`src/rtl/icache_req_arb_aged_pkg.sv`:
```
// Shared icache request types and defaults used by the request arbiter and its bench.
package toy_pack;

  localparam int ICACHE_ARB_NUM_CH = 3;

  typedef struct packed {
    logic [31:0] addr;
    logic [3:0]  tid;
  } pc_req_t;

  // Source-index width; a single channel still needs one bit.
  function automatic int src_w(input int n);
    return (n > 1) ? $clog2(n) : 1;
  endfunction

endpackage

```
`src/rtl/icache_req_arb_aged_if.sv`:
```
// Arbiter bus: per-channel request handshake in, single tag request out.
interface icache_req_arb_aged_if
  import toy_pack::*;
#(
  parameter int NUM_CH = ICACHE_ARB_NUM_CH
);
  localparam int SRC_W = src_w(NUM_CH);

  logic [NUM_CH-1:0]   v_req_vld;
  logic [NUM_CH-1:0]   v_req_rdy;
  pc_req_t [NUM_CH-1:0] v_req_pld;
  logic                tagram_req_rdy;
  logic                mshr_tag_req_rdy;
  logic                tag_req_vld;
  pc_req_t             tag_req_pld;
  logic [SRC_W-1:0]    tag_req_src;

  modport slave (
    input  v_req_vld, v_req_pld, tagram_req_rdy, mshr_tag_req_rdy,
    output v_req_rdy, tag_req_vld, tag_req_pld, tag_req_src
  );

  modport master (
    output v_req_vld, v_req_pld, tagram_req_rdy, mshr_tag_req_rdy,
    input  v_req_rdy, tag_req_vld, tag_req_pld, tag_req_src
  );

endinterface

```
`src/rtl/icache_req_arb_aged_age_cnt.sv`:
```
// Per-channel starvation counter: ages only on cycles where another channel wins.
module icache_arb_age_cnt #(
  parameter int STARVE_TH = 8
) (
  input  logic clk,
  input  logic rst_n,
  input  logic req_vld,
  input  logic req_won,
  input  logic any_acc,
  output logic promoted
);
  localparam int CW = $clog2(STARVE_TH + 1);
  localparam logic [CW-1:0] TH = CW'(STARVE_TH);

  logic [CW-1:0] cnt;

  // A withdrawn request forgets its age even on stalled cycles.
  always_ff @(posedge clk or negedge rst_n) begin
    if (!rst_n)                  cnt <= '0;
    else if (!req_vld || req_won) cnt <= '0;
    else if (any_acc && cnt != TH) cnt <= cnt + CW'(1);
  end

  assign promoted = (cnt == TH);

endmodule

```
`src/rtl/icache_req_arb_aged.sv`:
```
// Fixed-priority icache request arbiter with optional starvation aging and a
// one-entry registered output. Aging is built only when ICACHE_REQ_ARB_AGING_EN is defined.
module icache_req_arb_aged
  import toy_pack::*;
#(
  parameter int NUM_CH    = ICACHE_ARB_NUM_CH,
  parameter int STARVE_TH = 8
) (
  input logic                 clk,
  input logic                 rst_n,
  icache_req_arb_aged_if.slave bus
);
  localparam int SRC_W = src_w(NUM_CH);

  logic              ds_rdy, xfer_out, can_accept, accept, gnt_any;
  logic [SRC_W-1:0]  gnt_idx;
  logic [NUM_CH-1:0] promoted, gnt_oh, won;

  if (STARVE_TH < 1) begin : g_th_bad
    $error("STARVE_TH must be at least 1");
  end

  assign ds_rdy     = bus.tagram_req_rdy & bus.mshr_tag_req_rdy;
  assign xfer_out   = bus.tag_req_vld & ds_rdy;
  assign can_accept = ~bus.tag_req_vld | xfer_out;

  // Lowest valid wins; a lowest promoted valid channel overrides it.
  always_comb begin
    gnt_any = 1'b0;
    gnt_idx = '0;
    for (int i = NUM_CH - 1; i >= 0; i--) begin
      if (bus.v_req_vld[i]) begin
        gnt_any = 1'b1;
        gnt_idx = SRC_W'(i);
      end
    end
    for (int i = NUM_CH - 1; i >= 0; i--) begin
      if (bus.v_req_vld[i] && promoted[i]) gnt_idx = SRC_W'(i);
    end
  end

  always_comb begin
    gnt_oh = '0;
    for (int i = 0; i < NUM_CH; i++) gnt_oh[i] = gnt_any && (gnt_idx == SRC_W'(i));
  end

  // Ready is held low while reset is asserted, even though the register reads empty.
  assign bus.v_req_rdy = gnt_oh & {NUM_CH{can_accept & rst_n}};
  assign won           = bus.v_req_rdy & bus.v_req_vld;
  assign accept        = |won;

  always_ff @(posedge clk or negedge rst_n) begin
    if (!rst_n) begin
      bus.tag_req_vld <= 1'b0;
      bus.tag_req_pld <= '0;
      bus.tag_req_src <= '0;
    end else if (accept) begin
      bus.tag_req_vld <= 1'b1;
      bus.tag_req_pld <= bus.v_req_pld[gnt_idx];
      bus.tag_req_src <= gnt_idx;
    end else if (xfer_out) begin
      bus.tag_req_vld <= 1'b0;
    end
  end

`ifdef ICACHE_REQ_ARB_AGING_EN
  for (genvar i = 0; i < NUM_CH; i++) begin : g_age
    icache_arb_age_cnt #(.STARVE_TH(STARVE_TH)) u_age (
      .clk      (clk),
      .rst_n    (rst_n),
      .req_vld  (bus.v_req_vld[i]),
      .req_won  (won[i]),
      .any_acc  (accept),
      .promoted (promoted[i])
    );
  end
`else
  assign promoted = '0;
`endif

endmodule

```
`src/flat_wrapper.sv`:
```
// flat-port wrapper written by rule: the top's interface ports become plain ports
module icache_req_arb_aged_flat import toy_pack::*;
#(
  parameter int NUM_CH    = ICACHE_ARB_NUM_CH,
  parameter int STARVE_TH = 8
)
  (clk, rst_n, bus_v_req_vld, bus_v_req_pld, bus_tagram_req_rdy, bus_mshr_tag_req_rdy, bus_v_req_rdy, bus_tag_req_vld, bus_tag_req_pld, bus_tag_req_src);
  icache_req_arb_aged_if #(.NUM_CH(NUM_CH)) bus_i ();
  input logic clk;
  input logic rst_n;
  input wire logic [$bits(bus_i.v_req_vld)-1:0] bus_v_req_vld;
  input wire logic [$bits(bus_i.v_req_pld)-1:0] bus_v_req_pld;
  input wire logic [$bits(bus_i.tagram_req_rdy)-1:0] bus_tagram_req_rdy;
  input wire logic [$bits(bus_i.mshr_tag_req_rdy)-1:0] bus_mshr_tag_req_rdy;
  output wire logic [$bits(bus_i.v_req_rdy)-1:0] bus_v_req_rdy;
  output wire logic [$bits(bus_i.tag_req_vld)-1:0] bus_tag_req_vld;
  output wire logic [$bits(bus_i.tag_req_pld)-1:0] bus_tag_req_pld;
  output wire logic [$bits(bus_i.tag_req_src)-1:0] bus_tag_req_src;
  assign bus_i.v_req_vld = bus_v_req_vld;
  assign bus_i.v_req_pld = bus_v_req_pld;
  assign bus_i.tagram_req_rdy = bus_tagram_req_rdy;
  assign bus_i.mshr_tag_req_rdy = bus_mshr_tag_req_rdy;
  assign bus_v_req_rdy = bus_i.v_req_rdy;
  assign bus_tag_req_vld = bus_i.tag_req_vld;
  assign bus_tag_req_pld = bus_i.tag_req_pld;
  assign bus_tag_req_src = bus_i.tag_req_src;
  icache_req_arb_aged #(.NUM_CH(NUM_CH), .STARVE_TH(STARVE_TH)) u_core (.clk(clk), .rst_n(rst_n), .bus(bus_i));
endmodule
```
`config.mk`:
```
export PLATFORM = sky130hd
export DESIGN_NAME = icache_req_arb_aged_flat
export DESIGN_NICKNAME = d
export VERILOG_FILES = /design/src/rtl/icache_req_arb_aged_pkg.sv /design/src/rtl/icache_req_arb_aged_if.sv /design/src/rtl/icache_req_arb_aged_age_cnt.sv /design/src/rtl/icache_req_arb_aged.sv /design/src/flat_wrapper.sv
export SDC_FILE = /design/constraint.sdc
export NUM_CORES = 1
export LEC_CHECK = 0
export CORE_MARGIN = 2
export CORE_UTILIZATION = 37
export DETAILED_ROUTE_END_ITERATION = 6
export PLACE_DENSITY = 0.93
export SYNTH_ARGS = -nofsm -noshare
export SYNTH_HDL_FRONTEND = slang
export SYNTH_HIERARCHICAL = 1
export SYNTH_SLANG_ARGS = --single-unit
```
`constraint.sdc`:
```
create_clock -name clk -period 1.8 [get_ports clk]
set_clock_uncertainty 0.2 [all_clocks]
set_input_delay 0.36 -clock clk [delete_from_list [all_inputs] [get_ports clk]]
set_output_delay 0.36 -clock clk [all_outputs]
set_load 0.05 [all_outputs]
```
==> summary.txt <==
switching power share of the total = 40.6%
critical path data arrival time = 1.38 ns
post-detailed-route via-to-cell ratio = 5.47
First-pass DRT Iterations = 4
kind of cell adding the most delay to the critical path = flip-flops
filler instances = 446
fraction of final layout cells with drive strength greater than 1 = 22.1%
final period demand of the worst path = 1.94 ns
Critical Path End Type = output pin
depth of the worst register-to-register path = 7
Placement Rows = 29
worst min path class = reg -> reg
unrepaired setup endpoints after global routing = yes
sequential cell area in the final layout = 977 sq um
CTS Sinks = 39
classification of the worst setup path = reg -> out
critical path startpoint category = flop
top library cells by usage in the layout, fill and taps aside = sky130_fd_sc_hd__clkdlybuf4s50_1, sky130_fd_sc_hd__buf_12, sky130_fd_sc_hd__dfrtp_1
Worst-Margin Slew = 0.282 ns
part of the power in registers = 28.3%
max-capacitance violation count = 0
Area Growth Syn to Fin = 95.9%
register bit total from synthesis = 39
cell with the largest stage delay on the worst path = sky130_fd_sc_hd__dfrtp_2
critical path peak fanout = 4
number of hold violations in the final report = 0
count of input and output buffers = 156
share of total power in combinational logic = 58.8%
cell area after technology mapping = 2430 sq um
number of antenna violations at the first check in global routing = 0
max_slew headroom = 81.2%
routed length per placed instance = 18.7 um
Tcrit/Tclk final = 108%
number of buffers inserted during clock tree synthesis = 5
initial cell density of the core = 38.3%
post-placement setup slack = -0.425 ns
Total Routing Usage GR = 23.9%
most frequent standard cell in the layout excluding fill and tap cells = sky130_fd_sc_hd__clkdlybuf4s50_1
core area = 6350 sq um
root buffer cell = sky130_fd_sc_hd__clkbuf_8
areal power density over the cells = 1050 nW/um^2
CP Data Required Time = 1.24 ns
run status = finished with violations
cell area after layout = 4760 sq um
portion of the post-synthesis area used by sequential elements = 40.1%
Die Height = 85.1 um
pin count of the biggest net entering global routing = 23
number of nets in the synthesized netlist = 338
weighted congestion reported at the end of routability-driven placement = 0.787
DIE WIDTH = 85.1 um
CTS tree = done
clock slew seen by the registers of the worst setup and hold paths = 0.08 ns
number of remaining DRC errors = 0
final net count = 503
P_int = 2.98 mW
DRT antenna net count = 0
total I/O pin count = 157
fin. max-slew vios = 0
grt ovf = 0
violated checks = negative setup slack
mean area per synthesized cell = 10.9 sq um
WP depth = 4
later-pin clock latency in the skew report = 0.28 ns
worst path bufs/invs = 1
maximum buffer depth of the clock tree = 2
total setup violations reported at the end of the flow = 19
Warnings, synthesis = 6
area of the die = 7240 sq um
NetSw = 2.04 mW
H-tree levels = 2
routed wire length = 8710 um
Leak Pwr = 2.06 nW
Worst Slack Setup Final = -0.139 ns
hpwl dp = 6540 um
global-route wire length before repair = 13600 um
number of DRC violations after detailed-routing iteration 0 = 102
number of standard cells after synthesis = 223
fraction of the core area covered by cells at the end of the flow = 75.0%
highest clock frequency the design can meet = 516 MHz
number of global-route vias before repair = 2826
diode count = 0
post-synthesis cell type count = 22
via count = 2550
Cells on Worst Hold Path = 2
Clk pwr share = 12.9%
footprint of the multi-input gates = 1180 sq um
cell chain of the critical path = a21bo_4 > and3_4 > and2_4 > buf_12
CP max stage delay = 0.38 ns
IR drop worst, VDD = 1010 uV
Area after DPL = 4560 sq um
-- tightest hold or removal path: cells and delay by family (launching register included) --
kind / cells / cell delay, ns
flip-flops: 1 / 0.39
multiplexers: 1 / 0.06
buffers and inverters: 1 / 0.06
-- state kept, by name, indices dropped and copies added, names as in the netlist --
signal and cells:
u_core/bus.tag_req_pld 36, u_core/bus.tag_req_src 2, u_core/bus.tag_req_vld 1
-- worst paths after layout --
check                                        endpoint                       from  slack [ns]
setup reg to reg            u_core/bus.tag_req_pld[4]     u_core/bus.tag_req_vld       -0.06
max in group asynchronous      u_core/bus.tag_req_vld                      rst_n        0.66
min in group asynchronous  u_core/bus.tag_req_pld[21]                      rst_n        0.49
hold / removal              u_core/bus.tag_req_pld[7]  u_core/bus.tag_req_pld[7]        0.34
setup / recovery                     bus_v_req_rdy[2]     u_core/bus.tag_req_vld       -0.14
hold reg to reg             u_core/bus.tag_req_pld[7]  u_core/bus.tag_req_pld[7]        0.34
-- metrics by stage --
stage	power (mW)	hold WS [ns]	instances	setup TNS (ns)
floorplan	2.68	-0.136	223	0
global placement	4.26	0.221	451	-12.14
detailed placement	4.34	0.236	451	-14.73
CTS	5.05	0.333	465	-1.17
global route	5.23	0.346	466	-1.65
finish	5.02	0.338	466	-0.770
-- logic make-up (layout without fill, tap and decap cells) --
family          Yosys count  count (layout)  synth area share [%]
buf+inv                  61             227                  13.1
simple gates             45              45                  16.9
mux                      36              36                  14.8
flops                    39              39                  40.1
compound gates           42              42                  15.1
-- metal layers --
layer  global-route usage, %  vias up  wire (um)
li1                        -     1178          -
met1                    25.2     1233       3030
met2                    45.2      129       4780
met3                    7.20       10        766
met4                    7.07        0        130
met5                       0        -          0
-- timing repair --
action / CTS / global route
gates resized for setup: 14 / 5
buffers inserted: 5 / 3
pin swaps: 3 / 0
hold buffers: 1 / 0
hold endpoints to repair: 39 / 0
gates cloned: 1 / 1
endpoints found under the setup margin: 39 / 39
-- power by group through the flow --
stage / Clock, mW / Sequential (mW) / Combinational [mW]
3_5_place_dp: 0 / 1.44 / 2.90
3_3_place_gp: 0 / 1.42 / 2.83
5_1_grt: 0.701 / 1.46 / 3.07
6_report: 0.645 / 1.42 / 2.95
2_1_floorplan: 0 / 2.20 / 0.471
4_1_cts: 0.665 / 1.43 / 2.96
-- cells in the mapped netlist --
library cell | instances | area share (%)
sky130_fd_sc_hd__nor3_1 | 1 | 0.21
sky130_fd_sc_hd__inv_1 | 37 | 5.7
sky130_fd_sc_hd__o21ai_0 | 1 | 0.21
sky130_fd_sc_hd__dfrtp_1 | 39 | 40
sky130_fd_sc_hd__nor2_1 | 2 | 0.31
sky130_fd_sc_hd__buf_2 | 8 | 1.6
sky130_fd_sc_hd__buf_6 | 10 | 4.6
sky130_fd_sc_hd__buf_4 | 1 | 0.31
sky130_fd_sc_hd__o2bb2ai_1 | 1 | 0.36
sky130_fd_sc_hd__and3b_1 | 1 | 0.36
sky130_fd_sc_hd__nand2_1 | 1 | 0.15
sky130_fd_sc_hd__and2_1 | 1 | 0.26
sky130_fd_sc_hd__mux2i_1 | 36 | 15
sky130_fd_sc_hd__nand2b_1 | 1 | 0.26
sky130_fd_sc_hd__clkbuf_1 | 5 | 0.77
sky130_fd_sc_hd__a32oi_1 | 1 | 0.36
sky130_fd_sc_hd__or4b_1 | 36 | 15
sky130_fd_sc_hd__o22a_1 | 1 | 0.36
sky130_fd_sc_hd__a21bo_2 | 1 | 0.41
sky130_fd_sc_hd__o21ba_2 | 1 | 0.41
sky130_fd_sc_hd__and3_1 | 2 | 0.51
sky130_fd_sc_hd__o221ai_1 | 36 | 13
-- cell type report --
cell class                      instances  share of cell area, %
Timing Repair Buffer                  182                   47.7
Multi-Input combinational cell        123                   24.7
Sequential cell                        39                   20.5
Inverter                               37                   2.92
Clock buffer                            8                   2.10
Tap cell                               77                   2.02
(Power assumes the default switching activity.)
